===== src/rtl/regfile_wb_sched_if.sv =====
// regfile_wb_sched_if: bundle of the issue, ALU/LSU writeback handshakes and register-file write port
// Ports: master = execute/decode side driving requests; slave = the scheduler answering them.
interface regfile_wb_sched_if;
  logic        iss_valid_i;
  logic [4:0]  iss_rd_i;
  logic [4:0]  iss_rs1_i;
  logic [4:0]  iss_rs2_i;
  logic        stall_o;
  logic        alu_valid_i;
  logic [4:0]  alu_rd_i;
  logic [31:0] alu_dat_i;
  logic        alu_ready_o;
  logic        lsu_valid_i;
  logic [4:0]  lsu_rd_i;
  logic [31:0] lsu_dat_i;
  logic        lsu_ready_o;
  logic        wr_en_o;
  logic [4:0]  reg_des_o;
  logic [31:0] reg_des_dat_o;
  logic [31:0] busy_o;
  modport master (
    output iss_valid_i, iss_rd_i, iss_rs1_i, iss_rs2_i,
    output alu_valid_i, alu_rd_i, alu_dat_i, lsu_valid_i, lsu_rd_i, lsu_dat_i,
    input  stall_o, alu_ready_o, lsu_ready_o, wr_en_o, reg_des_o, reg_des_dat_o, busy_o
  );
  modport slave (
    input  iss_valid_i, iss_rd_i, iss_rs1_i, iss_rs2_i,
    input  alu_valid_i, alu_rd_i, alu_dat_i, lsu_valid_i, lsu_rd_i, lsu_dat_i,
    output stall_o, alu_ready_o, lsu_ready_o, wr_en_o, reg_des_o, reg_des_dat_o, busy_o
  );
endinterface


===== src/rtl/regfile_wb_sched.sv =====
// regfile_wb_sched: round-robin ALU/LSU writeback arbiter with RAW/WAW scoreboard
// Ports: clk_i clock; rst_n_i async active-low reset; bus (slave) carries decode issue/stall,
// ALU and LSU writeback handshakes, the registered register-file write port and busy scoreboard.
module regfile_wb_sched #(
  parameter int ALU_FIRST = 1,
  parameter int CHECK_WAW = 1
) (
  input logic               clk_i,
  input logic               rst_n_i,
  regfile_wb_sched_if.slave bus
);
  logic        prio_alu, grant_alu, grant_lsu, grant, stall, set, wr_en;
  logic [4:0]  g_rd, des;
  logic [31:0] g_dat, dat, busy, busy_nxt;
  always_comb begin
    grant_alu = bus.alu_valid_i && (!bus.lsu_valid_i || prio_alu);
    grant_lsu = bus.lsu_valid_i && !grant_alu;
    grant     = grant_alu || grant_lsu;
    g_rd      = grant_alu ? bus.alu_rd_i : bus.lsu_rd_i;
    g_dat     = grant_alu ? bus.alu_dat_i : bus.lsu_dat_i;
    // busy[0] is never set, so x0 operands can never match
    stall     = bus.iss_valid_i && (busy[bus.iss_rs1_i] || busy[bus.iss_rs2_i] ||
                (CHECK_WAW != 0 && busy[bus.iss_rd_i]));
    set       = bus.iss_valid_i && !stall && bus.iss_rd_i != 5'd0;
    // clear first, then set: a new issue reserves the register after the older write
    busy_nxt  = busy & ~(grant ? 32'd1 << g_rd : 32'd0);
    busy_nxt  = set ? busy_nxt | (32'd1 << bus.iss_rd_i) : busy_nxt;
  end
  always_ff @(posedge clk_i or negedge rst_n_i) begin
    if (!rst_n_i) begin
      busy     <= '0;
      wr_en    <= 1'b0;
      des      <= '0;
      dat      <= '0;
      prio_alu <= (ALU_FIRST != 0);
    end else begin
      busy  <= busy_nxt;
      wr_en <= grant && g_rd != 5'd0;
      if (grant) begin
        des      <= g_rd;
        dat      <= g_dat;
        prio_alu <= grant_lsu;
      end
    end
  end
  assign bus.stall_o       = stall;
  assign bus.alu_ready_o   = grant_alu;
  assign bus.lsu_ready_o   = grant_lsu;
  assign bus.wr_en_o       = wr_en;
  assign bus.reg_des_o     = des;
  assign bus.reg_des_dat_o = dat;
  assign bus.busy_o        = busy;
endmodule


===== src/flat_wrapper.sv =====
// flat-port wrapper written by rule: the top's interface ports become plain ports
module regfile_wb_sched_flat 
#(
  parameter int ALU_FIRST = 1,
  parameter int CHECK_WAW = 1
)
  (clk_i, rst_n_i, bus_iss_valid_i, bus_iss_rd_i, bus_iss_rs1_i, bus_iss_rs2_i, bus_alu_valid_i, bus_alu_rd_i, bus_alu_dat_i, bus_lsu_valid_i, bus_lsu_rd_i, bus_lsu_dat_i, bus_stall_o, bus_alu_ready_o, bus_lsu_ready_o, bus_wr_en_o, bus_reg_des_o, bus_reg_des_dat_o, bus_busy_o);
  regfile_wb_sched_if bus_i ();
  input logic clk_i;
  input logic rst_n_i;
  input wire logic [$bits(bus_i.iss_valid_i)-1:0] bus_iss_valid_i;
  input wire logic [$bits(bus_i.iss_rd_i)-1:0] bus_iss_rd_i;
  input wire logic [$bits(bus_i.iss_rs1_i)-1:0] bus_iss_rs1_i;
  input wire logic [$bits(bus_i.iss_rs2_i)-1:0] bus_iss_rs2_i;
  input wire logic [$bits(bus_i.alu_valid_i)-1:0] bus_alu_valid_i;
  input wire logic [$bits(bus_i.alu_rd_i)-1:0] bus_alu_rd_i;
  input wire logic [$bits(bus_i.alu_dat_i)-1:0] bus_alu_dat_i;
  input wire logic [$bits(bus_i.lsu_valid_i)-1:0] bus_lsu_valid_i;
  input wire logic [$bits(bus_i.lsu_rd_i)-1:0] bus_lsu_rd_i;
  input wire logic [$bits(bus_i.lsu_dat_i)-1:0] bus_lsu_dat_i;
  output wire logic [$bits(bus_i.stall_o)-1:0] bus_stall_o;
  output wire logic [$bits(bus_i.alu_ready_o)-1:0] bus_alu_ready_o;
  output wire logic [$bits(bus_i.lsu_ready_o)-1:0] bus_lsu_ready_o;
  output wire logic [$bits(bus_i.wr_en_o)-1:0] bus_wr_en_o;
  output wire logic [$bits(bus_i.reg_des_o)-1:0] bus_reg_des_o;
  output wire logic [$bits(bus_i.reg_des_dat_o)-1:0] bus_reg_des_dat_o;
  output wire logic [$bits(bus_i.busy_o)-1:0] bus_busy_o;
  assign bus_i.iss_valid_i = bus_iss_valid_i;
  assign bus_i.iss_rd_i = bus_iss_rd_i;
  assign bus_i.iss_rs1_i = bus_iss_rs1_i;
  assign bus_i.iss_rs2_i = bus_iss_rs2_i;
  assign bus_i.alu_valid_i = bus_alu_valid_i;
  assign bus_i.alu_rd_i = bus_alu_rd_i;
  assign bus_i.alu_dat_i = bus_alu_dat_i;
  assign bus_i.lsu_valid_i = bus_lsu_valid_i;
  assign bus_i.lsu_rd_i = bus_lsu_rd_i;
  assign bus_i.lsu_dat_i = bus_lsu_dat_i;
  assign bus_stall_o = bus_i.stall_o;
  assign bus_alu_ready_o = bus_i.alu_ready_o;
  assign bus_lsu_ready_o = bus_i.lsu_ready_o;
  assign bus_wr_en_o = bus_i.wr_en_o;
  assign bus_reg_des_o = bus_i.reg_des_o;
  assign bus_reg_des_dat_o = bus_i.reg_des_dat_o;
  assign bus_busy_o = bus_i.busy_o;
  regfile_wb_sched #(.ALU_FIRST(ALU_FIRST), .CHECK_WAW(CHECK_WAW)) u_core (.clk_i(clk_i), .rst_n_i(rst_n_i), .bus(bus_i));
endmodule

===== config.mk =====
export PLATFORM = sky130hd
export DESIGN_NAME = regfile_wb_sched_flat
export DESIGN_NICKNAME = d
export VERILOG_FILES = /design/src/rtl/regfile_wb_sched_if.sv /design/src/rtl/regfile_wb_sched.sv /design/src/flat_wrapper.sv
export SDC_FILE = /design/constraint.sdc
export NUM_CORES = 1
export LEC_CHECK = 0
export ABC_CLOCK_PERIOD_IN_PS = 2400
export BUFFER_PORTS_ARGS = -buffer_cell sky130_fd_sc_hd__clkbuf_2
export CORE_MARGIN = 3
export CORE_UTILIZATION = 45
export DETAILED_ROUTE_END_ITERATION = 10
export PLACE_DENSITY = 0.78
export SYNTH_ARGS = -nofsm -noshare
export SYNTH_HDL_FRONTEND = slang
export SYNTH_SLANG_ARGS = --single-unit

===== constraint.sdc =====
create_clock -name clk_i -period 2.4 [get_ports clk_i]
set_clock_uncertainty 0.1 [all_clocks]
set_input_delay 0.36 -clock clk_i [delete_from_list [all_inputs] [get_ports clk_i]]
set_output_delay 0.36 -clock clk_i [all_outputs]
set_load 0.005 [all_outputs]

==> reports/metrics.cfg, run 1 <==
[cts]
cts_tree = built
cts_buffer_depth = 2
clk_pin_slew_ns = 0.08
root_buffer = clkbuf_8
cts_sinks = 71
cts_buffers = 9
clock_latency_ns = 0.34
htreeDepth = 3

[timing]
slew_violations = 0
worstMarginPinSlew_ns = 0.8942
setup_viol = 1
fmax_mhz = 369.5
tns_ns = -0.3065
worst_slack_ns = -0.3065
period_minus_slack_ns = 2.707
slew_headroom_pct = 40.11
rsz0062_at_grt = true
fin_crit_sh_pct = 112.8
hold_violations = 0

[die]
num_rows = 35
fp.dieArea_mm2 = 0.01091
core_mm2 = 0.009328
die_h_um = 104.4
die_x_um = 104.4
start_util_pct = 46.75
io_pins = 167

[cells_and_area]
final_util_pct = 62.16
syn_to_final_growth_pct = 32.97
final_common_cell = clkbuf_2
n_fill_cell = 812
diodes = 0
final_cell_mix = clkbuf_2 (165), dfrtp_1 (70), nand2_1 (65)
finalInstanceArea_mm2 = 0.005798
drive_above_1_share_pct = 37.83
final_nets = 742

[power_and_ir_drop]
p_total_mw = 4.087
ir_drop_mv = 0.4062
power_density_mw_per_mm2 = 704.9
leakagePower_nw = 2.833

[yosys]
yosys-top-cells-area = dfrtp_1 (40%), mux2i_1 (14%), o21ai_0 (7.2%)
syn-mean-instance-area_um2 = 9.500
synth_top_area_share_pct = 40.17
synth_edf_count = 0
ys_types = 49
async_flop_share_pct = 100.0
yosys_warnings = 0
synthFlopType = dfrtp_1
synth.yosys.seq_area_share_pct = 40.77
syn-cell-area_mm2 = 0.004360
synthesis.nets = 553
synth_top_area_cell = dfrtp_1
synth_seq_cells = 71
synthCells = 459

[worst_setup_path]
worst-setup-path-type = flip-flop to output pin
crit_path_top_delay_cell = mux4_2
cp_top_family = compound AO/OA/AOI/OAI gates
crit_buf_inv = 1
critPathMaxStageDelay_ns = 0.46
endpoint_kind = output pin
reg2reg_from = u_core.bus.busy_o[16]$_DFF_PN0_
startpoint_type = flip-flop
path_max_fanout = 2
arrival_ns = 2.25
crit_chain = mux4_2 > nor2b_1 > nor3b_1 > a22oi_1 > o21ai_2 > a21o_1 > o31a_1 > clkbuf_2
worst_ep_required_time_ns = 1.94
critPathLaunch = u_core.bus.busy_o[23]$_DFF_PN0_

[worst_hold_path]
worstHoldStart = bus_alu_dat_i[0]
hold_class = input pin to flip-flop

[grt]
grt_usage_pct = 26.58
grt_antenna_before_repair = 0
grt_max_degree = 72
grt_pass1_vias = 4589
grt_overflow = 0
grt_pass1_wl_mm = 23.29

[job]
cap_violations = 0

[placed_design]
postPlaceCellArea_mm2 = 0.005545
gp_congestion = 0.9970
dp_hpwl_mm = 11.16
portBuffers = 166

[routing]
antenna_left = 0
dr_total_vias = 4519
wl_per_cell_um = 18.49
first_iter_violations = 319
drtPass1Iterations = 6
drt_wl_total_mm = 14.46
via_per_inst = 5.779
drc = 0

[run_status]
violations = setup timing
status = complete, but fails checks

path summary, 6_finish.rpt:
path / to / slack [ns] / cells past startpoint
max reg2reg: u_core.bus.busy_o[2]$_DFF_PN0_ / 0.12 / 7
max in group asynchronous: u_core.prio_alu$_DFFE_PN1P_ / 1.38 / 3
max: bus_stall_o / -0.31 / 8
min reg2reg: u_core.prio_alu$_DFFE_PN1P_ / 0.40 / 2
min in group asynchronous: u_core.bus.busy_o[13]$_DFF_PN0_ / 0.47 / 3
min: u_core.bus.reg_des_dat_o[0]$_DFFE_PN0P_ / 0.12 / 3
area by class of cell:
class                           instances  area (um^2)  share of cell area [%]
Clock buffer                            9        123.9                   2.136
Clock inverter                          7        96.34                   1.662
Inverter                                9        33.78                  0.5827
Multi-Input combinational cell        349         2419                   41.71
Sequential cell                        71         1778                   30.66
Tap cell                              129        161.4                   2.784
Timing Repair Buffer                  208         1186                   20.46
cell usage after synthesis (6+ instances only):
cell type	number
inv_1	9
nand2_1	65
o31ai_1	19
a21oi_1	7
dfrtp_1	70
nand3_1	10
nor2_1	10
nor2b_1	15
o41ai_1	8
o21ai_0	63
nor3_1	6
clkbuf_1	12
mux2i_1	63
a31oi_1	7
mux4_2	8
a22oi_1	6
buf_2	8
what timing repair did:
| item | in CTS | in global routing |
|---|---|---|
| endpoints found under the hold margin | 70 | 0 |
| buffers inserted | 1 | 0 |
| hold buffers | 1 | 0 |
| pin swaps | 1 | 1 |
| setup endpoints to repair | 1 | 5 |
| resized for setup | 0 | 3 |
routing by layer:
metal	global-route usage, %	vias up	wire [um]
li1	-	2080	-
met1	30.64	2093	5350
met2	44.74	289	6910
met4	14.62	0	691
met5	0	-	0
met3	7.076	57	1510
per-stage QoR:
step	worst slack [ns]	std cells	hold WS, ns
after CTS	-0.3060	783	0.09951
after global placement	-0.1221	765	0.3084
after floorplan	0.005450	459	-0.03559
final	-0.3065	782	0.1183
after detailed placement	-0.1217	765	0.3145
after global routing	-0.3945	782	0.1218
sequential cells by signal (all words and copies together), names as in the netlist:
name / cells
u_core.prio_alu: 1
u_core.bus.wr_en_o: 1
u_core.bus.reg_des_o: 5
u_core.bus.busy_o: 32
u_core.bus.reg_des_dat_o: 32
cell families (layout without fill, tap and decap cells):
family,after synthesis,count (layout),synth area share [%]
AND/OR/NAND/NOR,139,139,15.84
AO/OA/AOI/OAI,136,136,19.74
buffers and inverters,39,233,4.275
flip-flops,71,71,40.77
multiplexers,74,74,19.37
power breakdown:
part,leakage [nW],switching [mW],internal (mW)
registers,0.886,0.259,1.42
clock network,0.114,0.459,0.589
logic,1.83,0.698,0.661
total,2.83,1.42,2.67
worst reg2reg max path, delay by kind of cell (launching register included):
family	cells	cell delay (ns)
buffers and inverters	1	0.23
DFF	1	0.44
and+or+nand+nor	3	0.51
AOI/OAI and AO/OA	3	0.88
Note: power is estimated with default switching activity, not from simulation.
==> run 2, diff against run 1 <==
ABC_CLOCK_PERIOD_IN_PS = default   (was 2400)
CORE_UTILIZATION = 50   (was 45)
PLACE_DENSITY = 0.82   (was 0.78)
clock period = 2.9 ns   (was 2.4 ns; I/O delays follow)
==> reports/metrics.cfg, run 2 (same netlist as run 1, synthesis figures left out) <==
[run_status]
status = complete, no violations

[placed_design]
portBuffers = 166  ; unchanged
gp_congestion = 0.9965  ; about the same
dp_slack_ns = 0.1685  ; +0.2903 ns
dp_hpwl_mm = 10.28  ; -7.9%
placedCellCount = 716  ; -6.4%

[grt]
grt_usage_pct = 27.31  ; +0.73 points
grt_max_degree = 72  ; unchanged
grt_antenna_before_repair = 0  ; unchanged
grt_pass1_wl_mm = 21.56  ; -7.4%
grt_pass1_vias = 4384  ; -4.5%
grt_overflow = 0  ; unchanged

[worst_setup_path]
worst-setup-path-type = flip-flop to output pin
path_max_fanout = 4  ; +2
worst_ep_required_time_ns = 2.37  ; +0.43 ns
arrival_ns = 2.30  ; +0.05 ns
startpoint_type = flip-flop
endpoint_kind = output pin

[timing]
slew_headroom_pct = 39.71  ; -0.40 points
period_minus_slack_ns = 2.834
whs_ns = 0.0002064  ; -0.1181 ns
fmax_mhz = 352.9
setup_viol = 0  ; -1
rsz0062_at_grt = true
hold_violations = 0  ; unchanged
worst_slack_ns = 0.06638  ; +0.3729 ns
worstMarginPinSlew_ns = 0.9002  ; +0.005978 ns
fin_crit_sh_pct = 97.71
slew_violations = 0  ; unchanged

[job]
cap_violations = 0  ; unchanged

[die]
fp.dieArea_mm2 = 0.009877  ; -9.4%
core_mm2 = 0.008341  ; -11%
die_h_um = 99.39  ; -4.8%
die_x_um = 99.39  ; -4.8%
num_rows = 33  ; -5.7%
start_util_pct = 52.28  ; +5.5 points
io_pins = 167  ; unchanged

[cells_and_area]
final_nets = 721  ; -2.8%
final_common_cell = clkbuf_2
final_cell_mix = clkbuf_2 (165), dfrtp_1 (67), nand2_1 (65)
syn_to_final_growth_pct = 28.44
drive_above_1_share_pct = 36.39  ; -1.4 points
diodes = 0  ; unchanged
final_util_pct = 67.15  ; +5.0 points
fin_cells = 737  ; -5.8%

[cts]
cts_buffers = 9  ; unchanged
cts_tree = built
cts_sinks = 71  ; unchanged
cts_buffer_depth = 2  ; unchanged
htreeDepth = 3  ; unchanged
clock_latency_ns = 0.34  ; about the same
clk_pin_slew_ns = 0.08  ; about the same
root_buffer = clkbuf_8
holdBufCountCts = 0  ; -1

[power_and_ir_drop]
power_density_mw_per_mm2 = 595.4  ; -16%
p_total_mw = 3.335  ; -18%
leakagePower_nw = 2.707  ; -4.5%
ir_drop_mv = 0.3756  ; -7.5%

[routing]
via_per_inst = 6.035  ; +4.4%
first_iter_violations = 334  ; +4.7%
drt_wl_total_mm = 13.58  ; -6.1%
dr_total_vias = 4448  ; -1.6%
drc = 0  ; unchanged
wl_per_cell_um = 18.42  ; -0.39%
drtPass1Iterations = 5  ; -1
antenna_left = 0  ; unchanged

[worst_hold_path]
hold_class = input pin to async pin

run 2: cell types whose count changed in the layout (fill, tap and decap cells not counted), moves of 2 or more:
cell | previous run | this run
dfrtp_1 | 70 | 67
o41ai_2 | 4 | 1
buf_4 | 38 | 19
clkinvlp_4 | 0 | 2
clkinv_4 | 2 | 0
dfrtp_2 | 0 | 3
clkbuf_8 | 9 | 11
o41ai_1 | 5 | 8
run 2: timing repair:
item | CTS | global route
setup endpoints to repair | 0 | 1
buffers inserted | 0 | 5
gates resized for setup | 0 | 6
run 2: routing by layer:
layer	vias to the layer above	routed length (um)	global-route usage [%]
met5	-	0	0
li1	2040	-	-
met2	284	6452	44.99
met3	38	1510	9.116
met1	2086	5181	33.03
met4	0	431	11.03
run 2: cell type report:
type,instances,area (um^2)
tap,105,131.4
clock inverter,5,80.08
multi-input combinational,349,2409
sequential,71,1782
fill,691,2740
clock buffer,11,151.4
inverter,9,33.78
timing repair buffer,187,1013
run 2: per-stage QoR:
stage	TNS [ns]	area [um^2]
final	0	5600
after CTS	0	5547
after global routing	-0.02118	5600
after global placement	0	5315
after detailed placement	0	5315
after floorplan	0	4360
run 2: path summary, 6_finish.rpt:
kind | start | endpoint | slack (ns) | depth (start not counted)
max | u_core.bus.busy_o[21]$_DFF_PN0_ | bus_stall_o | 0.07 | 7
min | rst_n_i | u_core.bus.reg_des_dat_o[16]$_DFFE_PN0P_ | 0.0002 | 2
max reg2reg | u_core.bus.busy_o[24]$_DFF_PN0_ | u_core.bus.busy_o[21]$_DFF_PN0_ | 0.58 | 7
min reg2reg | u_core.prio_alu$_DFFE_PN1P_ | u_core.prio_alu$_DFFE_PN1P_ | 0.39 | 2
max in group asynchronous | rst_n_i | u_core.prio_alu$_DFFE_PN1P_ | 2.37 | 2
min in group clk_i | bus_alu_dat_i[25] | u_core.bus.reg_des_dat_o[25]$_DFFE_PN0P_ | 0.19 | 3
run 2: power by group:
part           internal [mW]  total, mW  switching (mW)
combinational          0.498       1.03           0.530
clock                  0.530      0.894           0.365
sequential              1.18       1.41           0.233
run 2: worst max-delay path, stage by stage, from the launching register on:
cell	delay, ns
dfrtp_2	0.45
mux4_2	0.47
nor2b_2	0.14
nor3b_2	0.06
or2_1	0.23
a21o_1	0.19
o31a_1	0.31
clkbuf_2	0.12
==> run 3, diff against run 2 <==
CELL_PAD_IN_SITES_DETAIL_PLACEMENT = 0   (was default)
CELL_PAD_IN_SITES_GLOBAL_PLACEMENT = 1   (was default)
CORE_UTILIZATION = 36   (was 50)
PLACE_DENSITY = 0.81   (was 0.82)
==> reports/metrics.cfg, run 3 (same netlist as run 1, synthesis figures left out) <==
[cells_and_area]
syn_to_final_growth_pct = 32.63
final_cell_mix = clkbuf_2 (164), dfrtp_1 (70), nand2_1 (65)
final_nets = 725  ; +0.55%
n_fill_cell = 1115  ; +61%
drive_above_1_share_pct = 36.16  ; -0.23 points
diodes = 0  ; unchanged
final_common_cell = clkbuf_2
final_util_pct = 49.80  ; -17 points
finalInstanceArea_mm2 = 0.005783  ; +3.3%
fin_cells = 779  ; +5.7%

[grt]
top_usage_layer = met2
grt_max_degree = 66  ; -8.3%
grt_pass1_wl_mm = 22.63  ; +5.0%
grt_usage_pct = 21.27  ; -6.0 points
use_met1_pct = 28.19  ; -4.8 points
gr-usage-met2_pct = 33.76  ; -11 points
met3_usage_pct = 6.527  ; -2.6 points
grt_antenna_before_repair = 0  ; unchanged
grt_pass1_vias = 4414  ; +0.68%
grt_overflow = 0  ; unchanged

[cts]
clock_latency_ns = 0.33  ; about the same
root_buffer = clkbuf_16
htreeDepth = 3  ; unchanged
holdBufCountCts = 0  ; unchanged
cts_buffer_depth = 2  ; unchanged
cts_buffers = 9  ; unchanged
cts_tree = built
cts_sinks = 71  ; unchanged
clk_pin_slew_ns = 0.06  ; -0.02 ns

[worst_setup_path]
regToRegSetupSlack_ns = 0.47  ; -0.11 ns
endpoint = bus_stall_o
rr_worst_depth = 7  ; unchanged
path_max_fanout = 5  ; +1
arrival_ns = 2.28  ; -0.02 ns
critPathMaxStageDelay_ns = 0.47  ; about the same
endpoint_kind = output pin
cp_num_cells = 7  ; unchanged
reg2reg_from = u_core.bus.busy_o[24]$_DFF_PN0_
r2r-end = u_core.bus.busy_o[4]$_DFF_PN0_
crit_chain = nor2b_1 > a2111oi_0 > o2bb2ai_1 > nor3_2 > nand4_2 > o31a_1 > buf_2
cp_top_family = compound AO/OA/AOI/OAI gates
startpoint_type = flip-flop
crit_buf_inv = 1  ; unchanged
worst-setup-path-type = flip-flop to output pin
worst_ep_required_time_ns = 2.37  ; about the same
crit_path_top_delay_cell = dfrtp_1
critPathLaunch = u_core.bus.busy_o[24]$_DFF_PN0_

[placed_design]
placedCellCount = 760  ; +6.1%
gp_congestion = 0.9845  ; -1.2%
postPlaceCellArea_mm2 = 0.005408  ; +1.7%
dp_hpwl_mm = 10.88  ; +5.9%
portBuffers = 166  ; unchanged

[die]
io_pins = 167  ; unchanged
die_x_um = 116.1  ; +17%
core_mm2 = 0.01161  ; +39%
fp.dieArea_mm2 = 0.01347  ; +36%
start_util_pct = 37.55  ; -15 points
die_h_um = 116.1  ; +17%
num_rows = 39  ; +18%

[timing]
fin_crit_sh_pct = 97.02  ; -0.69 points
tns_ns = 0  ; unchanged
fmax_mhz = 355.4  ; +0.71%
hold_violations = 0  ; unchanged
period_minus_slack_ns = 2.814  ; -0.02002 ns
slew_violations = 0  ; unchanged
worstMarginPinSlew_ns = 0.9187  ; +0.01851 ns
slew_headroom_pct = 38.47  ; -1.2 points
setup_viol = 0  ; unchanged

[job]
cap_violations = 0  ; unchanged

[run_status]
status = complete, no violations

[routing]
via_per_inst = 5.579  ; -7.6%
dr_total_vias = 4346  ; -2.3%
first_iter_violations = 392  ; +17%
antenna_left = 0  ; unchanged
drtPass1Iterations = 5  ; unchanged
drc = 0  ; unchanged
drt_wl_total_mm = 14.16  ; +4.3%
wl_per_cell_um = 18.17  ; -1.4%

[power_and_ir_drop]
leakagePower_nw = 2.778  ; +2.6%
ir_drop_mv = 0.3529  ; -6.0%
p_total_mw = 3.676  ; +10%
power_density_mw_per_mm2 = 635.6  ; +6.7%

[worst_hold_path]
hold_class = input pin to async pin

-- run 3: changes by cell type in the layout (fill, tap and decap cells not counted) --
cell and delta:
clkbuf_16 +9, clkbuf_8 -8, buf_4 +4, dfrtp_1 +3, dfrtp_2 -3, buf_2 +1, clkbuf_2 -1, clkinv_1 +1
clkinv_2 -1, clkinv_4 +1, clkinvlp_4 -1, inv_1 -1, nor2b_1 +1, nor2b_2 -1
-- run 3: worst min path at each step --
stage | startpoint | end | slack [ns]
after floorplan | rst_n_i | u_core.bus.busy_o[0]$_DFF_PN0_ | 0.04
after global placement | u_core.prio_alu$_DFFE_PN1P_ | u_core.prio_alu$_DFFE_PN1P_ | 0.37
after detailed placement | u_core.prio_alu$_DFFE_PN1P_ | u_core.prio_alu$_DFFE_PN1P_ | 0.38
after CTS | rst_n_i | u_core.bus.reg_des_dat_o[29]$_DFFE_PN0P_ | 0.08
after global routing | rst_n_i | u_core.bus.reg_des_o[4]$_DFFE_PN0P_ | 0.11
final | rst_n_i | u_core.bus.reg_des_dat_o[29]$_DFFE_PN0P_ | 0.06
-- run 3: through the flow --
stage / setup slack, ns / hold slack (ns)
floorplan: 0.3157 / 0.03941
global placement: 0.1847 / 0.3731
detailed placement: 0.1284 / 0.3764
CTS: 0.01973 / 0.07995
global route: -0.001655 / 0.1124
finish: 0.08640 / 0.05880
-- run 3: routing by layer --
metal	wire, um	up-vias
met1	6056	2030
li1	-	2052
met3	1582	21
met4	190	0
met5	0	-
met2	6325	243
-- run 3: repair_timing --
action                     CTS  global route
gates resized for setup      0             3
setup endpoints to repair    0             1
buffers inserted             0             3
-- run 3: worst register-to-register path, cell delays in order, from the launching register on --
cell and delay (ns):
dfrtp_1 0.47, nor2b_1 0.17, a2111oi_0 0.43, o2bb2ai_1 0.15
nor3_2 0.13, nand4_2 0.12, buf_4 0.26, o41ai_1 0.45
-- run 3: cell type report --
cell class | instances | area, um^2 | share of cell area, %
multi-input cells | 349 | 2406 | 41.61
flip-flops and latches | 71 | 1778 | 30.74
repair buffers | 191 | 1044 | 18.04
clock buffers | 12 | 266.5 | 4.608
well taps | 143 | 178.9 | 3.094
clock inverters | 4 | 76.32 | 1.320
inverters | 9 | 33.78 | 0.5842
-- run 3: power breakdown --
part           switching [mW]  internal, mW
sequential              0.239          1.18
combinational           0.526         0.502
clock                   0.405         0.824
total                    1.17          2.51
